**src/rtl/mode_counter_if.sv**
```systemverilog
// mode_counter_if: control and status bundle for mode_counter.
// The master drives controls and limits; the slave returns count and flags.
interface mode_counter_if #(
  parameter int N      = 8,
  parameter int STEP_W = 4
);
  logic              en;
  logic              load;
  logic              udi;
  logic [1:0]        mode;
  logic [N-1:0]      d_in;
  logic [STEP_W-1:0] step;
  logic [N-1:0]      lo_lim;
  logic [N-1:0]      hi_lim;
  logic [N-1:0]      q_out;
  logic              tc;
  logic              dir_out;
  logic              done;
  logic              err;

  modport master (
    output en,
    output load,
    output udi,
    output mode,
    output d_in,
    output step,
    output lo_lim,
    output hi_lim,
    input  q_out,
    input  tc,
    input  dir_out,
    input  done,
    input  err
  );

  modport slave (
    input  en,
    input  load,
    input  udi,
    input  mode,
    input  d_in,
    input  step,
    input  lo_lim,
    input  hi_lim,
    output q_out,
    output tc,
    output dir_out,
    output done,
    output err
  );
endinterface

```
**src/rtl/mode_counter.sv**
```systemverilog
// mode_counter: windowed up/down counter with wrap, saturate,
// bounce and one-shot modes, terminal-count pulse and done flag.
module mode_counter #(
  parameter int N      = 8,
  parameter int STEP_W = 4
) (
  input  logic          clk,
  input  logic          reset_n,
  mode_counter_if.slave bus
);
  localparam int W = N + 1;

  localparam logic [1:0] M_WRAP = 2'b00;
  localparam logic [1:0] M_SAT  = 2'b01;
  localparam logic [1:0] M_BNC  = 2'b10;
  localparam logic [1:0] M_ONE  = 2'b11;

  typedef enum logic {
    RUN  = 1'b0,
    DONE = 1'b1
  } state_e;

  state_e       state_q;
  logic [N-1:0] q_q;
  logic         dir_q;
  logic         tc_q;
  logic         done_q;

  logic         err_w;
  logic         cnt_en_w;
  logic         outside_w;
  logic         up_w;
  logic [W-1:0] step_x;
  logic [W-1:0] q_x;
  logic [W-1:0] lo_x;
  logic [W-1:0] hi_x;
  logic [W-1:0] sum_w;
  logic [W-1:0] diff_w;
  logic         hit_hi_w;
  logic         over_hi_w;
  logic         hit_lo_w;
  logic         under_lo_w;
  logic         hit_w;
  logic         wrap_hit_w;
  logic [N-1:0] lim_w;
  logic [N-1:0] move_d;
  logic [N-1:0] sat_d;
  logic [N-1:0] wrap_d;
  logic [N-1:0] load_d;
  logic [N-1:0] clamp_d;

  // Widened arithmetic and boundary decisions for the current cycle
  always_comb begin
    err_w     = bus.lo_lim > bus.hi_lim;
    cnt_en_w  = bus.en && (bus.step != '0);
    outside_w = (q_q < bus.lo_lim) || (q_q > bus.hi_lim);
    clamp_d   = (q_q < bus.lo_lim) ? bus.lo_lim : bus.hi_lim;

    step_x = W'(bus.step);
    q_x    = {1'b0, q_q};
    lo_x   = {1'b0, bus.lo_lim};
    hi_x   = {1'b0, bus.hi_lim};
    sum_w  = q_x + step_x;
    diff_w = q_x - step_x;

    up_w = (bus.mode == M_BNC) ? dir_q : bus.udi;

    hit_hi_w   = sum_w >= hi_x;
    over_hi_w  = sum_w > hi_x;
    hit_lo_w   = diff_w[N] || (diff_w <= lo_x);
    under_lo_w = diff_w[N] || (diff_w < lo_x);

    lim_w      = up_w ? bus.hi_lim : bus.lo_lim;
    hit_w      = up_w ? hit_hi_w : hit_lo_w;
    wrap_hit_w = up_w ? over_hi_w : under_lo_w;
    move_d     = up_w ? sum_w[N-1:0] : diff_w[N-1:0];

    sat_d  = hit_w ? lim_w : move_d;
    wrap_d = move_d;
    if (wrap_hit_w) begin
      wrap_d = up_w ? bus.lo_lim : bus.hi_lim;
    end

    load_d = bus.d_in;
    if (bus.d_in < bus.lo_lim) begin
      load_d = bus.lo_lim;
    end else if (bus.d_in > bus.hi_lim) begin
      load_d = bus.hi_lim;
    end
  end

  // Count, direction, pulse and one-shot state machine
  always_ff @(posedge clk or negedge reset_n) begin
    if (!reset_n) begin
      state_q <= RUN;
      q_q     <= '0;
      dir_q   <= 1'b1;
      tc_q    <= 1'b0;
      done_q  <= 1'b0;
    end else begin
      tc_q <= 1'b0;
      if (!err_w) begin
        if (bus.load) begin
          q_q     <= load_d;
          dir_q   <= bus.udi;
          done_q  <= 1'b0;
          state_q <= RUN;
        end else begin
          if (bus.mode != M_ONE) begin
            done_q  <= 1'b0;
            state_q <= RUN;
          end
          if (cnt_en_w) begin
            if (outside_w) begin
              q_q <= clamp_d;
            end else begin
              unique case (bus.mode)
                M_WRAP: begin
                  q_q   <= wrap_d;
                  dir_q <= up_w;
                  tc_q  <= wrap_hit_w;
                end
                M_SAT: begin
                  q_q   <= sat_d;
                  dir_q <= up_w;
                  tc_q  <= hit_w && (q_q != lim_w);
                end
                M_BNC: begin
                  q_q   <= sat_d;
                  dir_q <= hit_w ? ~up_w : up_w;
                  tc_q  <= hit_w;
                end
                M_ONE: begin
                  if (state_q == RUN) begin
                    q_q   <= sat_d;
                    dir_q <= up_w;
                    if (hit_w) begin
                      state_q <= DONE;
                      done_q  <= 1'b1;
                      tc_q    <= 1'b1;
                    end
                  end
                end
              endcase
            end
          end
        end
      end
    end
  end

  assign bus.q_out   = q_q;
  assign bus.tc      = tc_q;
  assign bus.dir_out = dir_q;
  assign bus.done    = done_q;
  assign bus.err     = err_w;

endmodule

```
**src/flat_wrapper.sv**
```systemverilog
// flat-port wrapper written by rule: the top's interface ports become plain ports
module mode_counter_flat 
#(
  parameter int N      = 8,
  parameter int STEP_W = 4
)
  (clk, reset_n, bus_en, bus_load, bus_udi, bus_mode, bus_d_in, bus_step, bus_lo_lim, bus_hi_lim, bus_q_out, bus_tc, bus_dir_out, bus_done, bus_err);
  mode_counter_if #(.N(N), .STEP_W(STEP_W)) bus_i ();
  input  logic clk;
  input  logic reset_n;
  input wire logic [$bits(bus_i.en)-1:0] bus_en;
  input wire logic [$bits(bus_i.load)-1:0] bus_load;
  input wire logic [$bits(bus_i.udi)-1:0] bus_udi;
  input wire logic [$bits(bus_i.mode)-1:0] bus_mode;
  input wire logic [$bits(bus_i.d_in)-1:0] bus_d_in;
  input wire logic [$bits(bus_i.step)-1:0] bus_step;
  input wire logic [$bits(bus_i.lo_lim)-1:0] bus_lo_lim;
  input wire logic [$bits(bus_i.hi_lim)-1:0] bus_hi_lim;
  output wire logic [$bits(bus_i.q_out)-1:0] bus_q_out;
  output wire logic [$bits(bus_i.tc)-1:0] bus_tc;
  output wire logic [$bits(bus_i.dir_out)-1:0] bus_dir_out;
  output wire logic [$bits(bus_i.done)-1:0] bus_done;
  output wire logic [$bits(bus_i.err)-1:0] bus_err;
  assign bus_i.en = bus_en;
  assign bus_i.load = bus_load;
  assign bus_i.udi = bus_udi;
  assign bus_i.mode = bus_mode;
  assign bus_i.d_in = bus_d_in;
  assign bus_i.step = bus_step;
  assign bus_i.lo_lim = bus_lo_lim;
  assign bus_i.hi_lim = bus_hi_lim;
  assign bus_q_out = bus_i.q_out;
  assign bus_tc = bus_i.tc;
  assign bus_dir_out = bus_i.dir_out;
  assign bus_done = bus_i.done;
  assign bus_err = bus_i.err;
  mode_counter #(.N(N), .STEP_W(STEP_W)) u_core (.clk(clk), .reset_n(reset_n), .bus(bus_i));
endmodule
```
**config.mk**
```make
export PLATFORM = sky130hd
export DESIGN_NAME = mode_counter_flat
export DESIGN_NICKNAME = d
export VERILOG_FILES = /design/src/rtl/mode_counter_if.sv /design/src/rtl/mode_counter.sv /design/src/flat_wrapper.sv
export SDC_FILE = /design/constraint.sdc
export NUM_CORES = 1
export LEC_CHECK = 0
export CAP_MARGIN = 20
export CORE_AREA = 2 2 93 95
export DETAILED_ROUTE_END_ITERATION = 12
export DIE_AREA = 0 0 95 97
export PLACE_DENSITY_LB_ADDON = 0.05
export SYNTH_ARGS = -nofsm -noshare
export SYNTH_HDL_FRONTEND = slang
export SYNTH_SLANG_ARGS = --single-unit
```
**constraint.sdc**
```tcl
create_clock -name clk -period 5.3 [get_ports clk]
set_input_delay 1.59 -clock clk [delete_from_list [all_inputs] [get_ports clk]]
set_output_delay 1.59 -clock clk [all_outputs]
set_load 0.05 [all_outputs]
```
==> results_dict.tcl <==
set metrics [dict create \
    cp.required_ns 3.71 \
    first_pass_iters 5 \
    antenna_left 0 \
    grt_pass1_wl_mm 20.0 \
    drv_slew 0 \
    r2r_slack_ns 1.11 \
    viasPerCell 5.91 \
    diodes 0 \
    synthMostInstantiatedCell "ha_1" \
    drt_iter0_drc 173 \
    synth-edff-count 0 \
    cts-root-buf "clkbuf_8" \
    p_per_area_nw_per_um2 484 \
    synth.top_cells.by_count "ha_1 (62), inv_1 (34), a21oi_1 (31)" \
    clk_path_buf_depth 2 \
    yosysTopAreaCell "ha_1" \
    seq_area_frac_synth 0.0940 \
    io_pins 47 \
    ir_drop_uv 205 \
    antenna_found_initial 0 \
    die_area_um2 9220 \
    htree_levels 1 \
    synthCells 393 \
    grt_max_degree 17 \
    fin_skew_ns 0.00940 \
    leakagePower_nw 2.09 \
    nets 607 \
    yosysWarnings 0 \
    worstMarginPinSlew_ns 0.729 \
    fmax_mhz 194 \
    grt_usage 0.283 \
    criticalPathCategory "input pin to output port" \
    cts-buffers-inserted 3 \
    min_period_ns 5.17 \
    avgSynthCellArea_um2 8.16 \
    grt_pass1_vias 3620 \
    min_path_type "flop to flop" \
    place_congestion 0.949 \
    maxCapViolCount 0 \
    synthTopCellsByArea "ha_1 (24%), dfrtp_1 (8.6%), mux2i_1 (5.6%)" \
    placed_area_um2 4240 \
    wl_per_cell_um 21.3 \
    coreArea_um2 8130 \
    drive_gt1_frac 0.243 \
    routed-via-count 3614 \
    start_util 0.394 \
    startpoint_type "input pin" \
    numClockSinks 12 \
    async_flop_share 1.00 \
    cts_tree "done" \
    cp-end-kind "output port" \
    ys.flop_type "dfrtp_1" \
    ctsHoldBuffers 0 \
    synth_fp_nets 492 \
    relSlewSlack 0.502 \
    port_buffers 46 \
    hpwlAfterDp_mm 10.4 \
    final_cell_area_um2 4510 \
    outcome "completed" \
    syn2layout_area_growth_pct 40.7 \
    hold_viol_final 0 \
    cp.arrival_ns 3.58 \
    fp.dieW_um 95 \
    setup_tns_ns 0 \
    grt-ovfl-total 0 \
    layout_worst_path_cycle_share 0.975 \
    synth_top_area_share 0.242 \
    yosys_register_bits 12 \
    drc 0 \
    syn_area_um2 3210 \
    clkLatencyLatePin_ns 0.25 \
    synth.distinct_cells 66 \
    path_clk_slew_ns 0.05 \
    routed_wl_mm 13.1 \
    num_rows 33 \
    die_h_um 97 \
    setup_violations 0 \
    path_max_fanout 3 \
]
==> through the flow <==
step	setup WS, ns	hold WS [ns]	cells	utilization	total power (W)
2_1_floorplan	0.207	0.452	393	-	0.00120
3_3_place_gp	-0.264	0.484	596	0.521	0.00186
3_5_place_dp	-0.369	0.469	596	0.521	0.00187
4_1_cts	0.00550	0.490	601	0.530	0.00199
5_1_grt	-0.0164	0.511	612	0.555	0.00234
6_report	0.135	0.489	612	0.555	0.00219
==> state kept, by name (all words and copies together) (netlist names) <==
name and cells:
u_core.bus.done 1, u_core.bus.dir_out 1, u_core.bus.tc 1, u_core.state_q 1
u_core.bus.q_out 8
==> layout make-up <==
cell class / count / area (um2)
Clock buffer: 4 / 45.0
Fill cell: 776 / 3620
Inverter: 35 / 131
Multi-Input combinational cell: 335 / 2840
Sequential cell: 12 / 302
Tap cell: 105 / 131
Timing Repair Buffer: 121 / 1070
==> worst max-delay path, cell delays in order <==
cell,delay [ns]
clkdlybuf4s50_1,0.56
inv_1,0.09
ha_1,0.31
nand3_1,0.12
nor2_1,0.06
a32o_1,0.30
or2_2,0.31
inv_2,0.10
buf_12,0.14
==> metal layers <==
layer  GRT usage  share of wire  vias up
met3      0.0234          0.064       26
met2       0.459           0.47      151
met4      0.0903          0.024        0
met5           0              0        -
met1       0.394           0.44     1705
li1            -              -     1732
==> cells by family after synthesis <==
family,synth area share
xor+xnor,0.0573
buf+inv,0.0577
compound gates,0.293
flops,0.0940
simple gates,0.159
fa+ha+maj,0.254
mux,0.0850
==> repair_timing <==
item,in CTS,in global routing
setup endpoints to repair,6,10
buffers inserted,1,11
pin swaps,2,24
resized for setup,3,26
==> where the power goes <==
part / switching, W / leakage (nW) / internal (W) / total (W)
Clock: 0.0000402 / 0.0228 / 0.0000533 / 0.0000934
Sequential: 0.000143 / 0.145 / 0.000123 / 0.000266
Combinational: 0.000963 / 1.92 / 0.000864 / 0.00183
Total: 0.00115 / 2.09 / 0.00104 / 0.00219
==> final timing paths <==
check | from | end | cells past startpoint
worst max register to register | u_core.bus.q_out[0]$_DFFE_PN0P_ | u_core.bus.q_out[5]$_DFFE_PN0P_ | 17
max in group asynchronous | reset_n | u_core.bus.q_out[0]$_DFFE_PN0P_ | 1
min in group asynchronous | reset_n | u_core.bus.q_out[7]$_DFFE_PN0P_ | 1
worst min register to register | u_core.bus.done$_DFFE_PN0N_ | u_core.bus.done$_DFFE_PN0N_ | 2
worst max-delay path | bus_hi_lim[3] | bus_err | 9
worst min-delay path | u_core.bus.done$_DFFE_PN0N_ | u_core.bus.done$_DFFE_PN0N_ | 2
==> cell usage in the layout (no fill, tap or decap), types with 6 or more instances in the layout <==
cell type / count
mux2i_1: 18
inv_1: 32
nand2_1: 18
nor2b_1: 7
nand3_1: 12
clkdlybuf4s50_1: 42
dfrtp_1: 11
a21oi_1: 28
nor2_1: 22
a21o_1: 10
o21ai_0: 10
ha_1: 60
a22oi_1: 7
o211ai_1: 6
buf_4: 72
mux2_2: 7
xor2_1: 7
nand2b_1: 6
nand4_1: 10
xnor2_1: 13
Note: power is estimated with default switching activity, not from simulation.
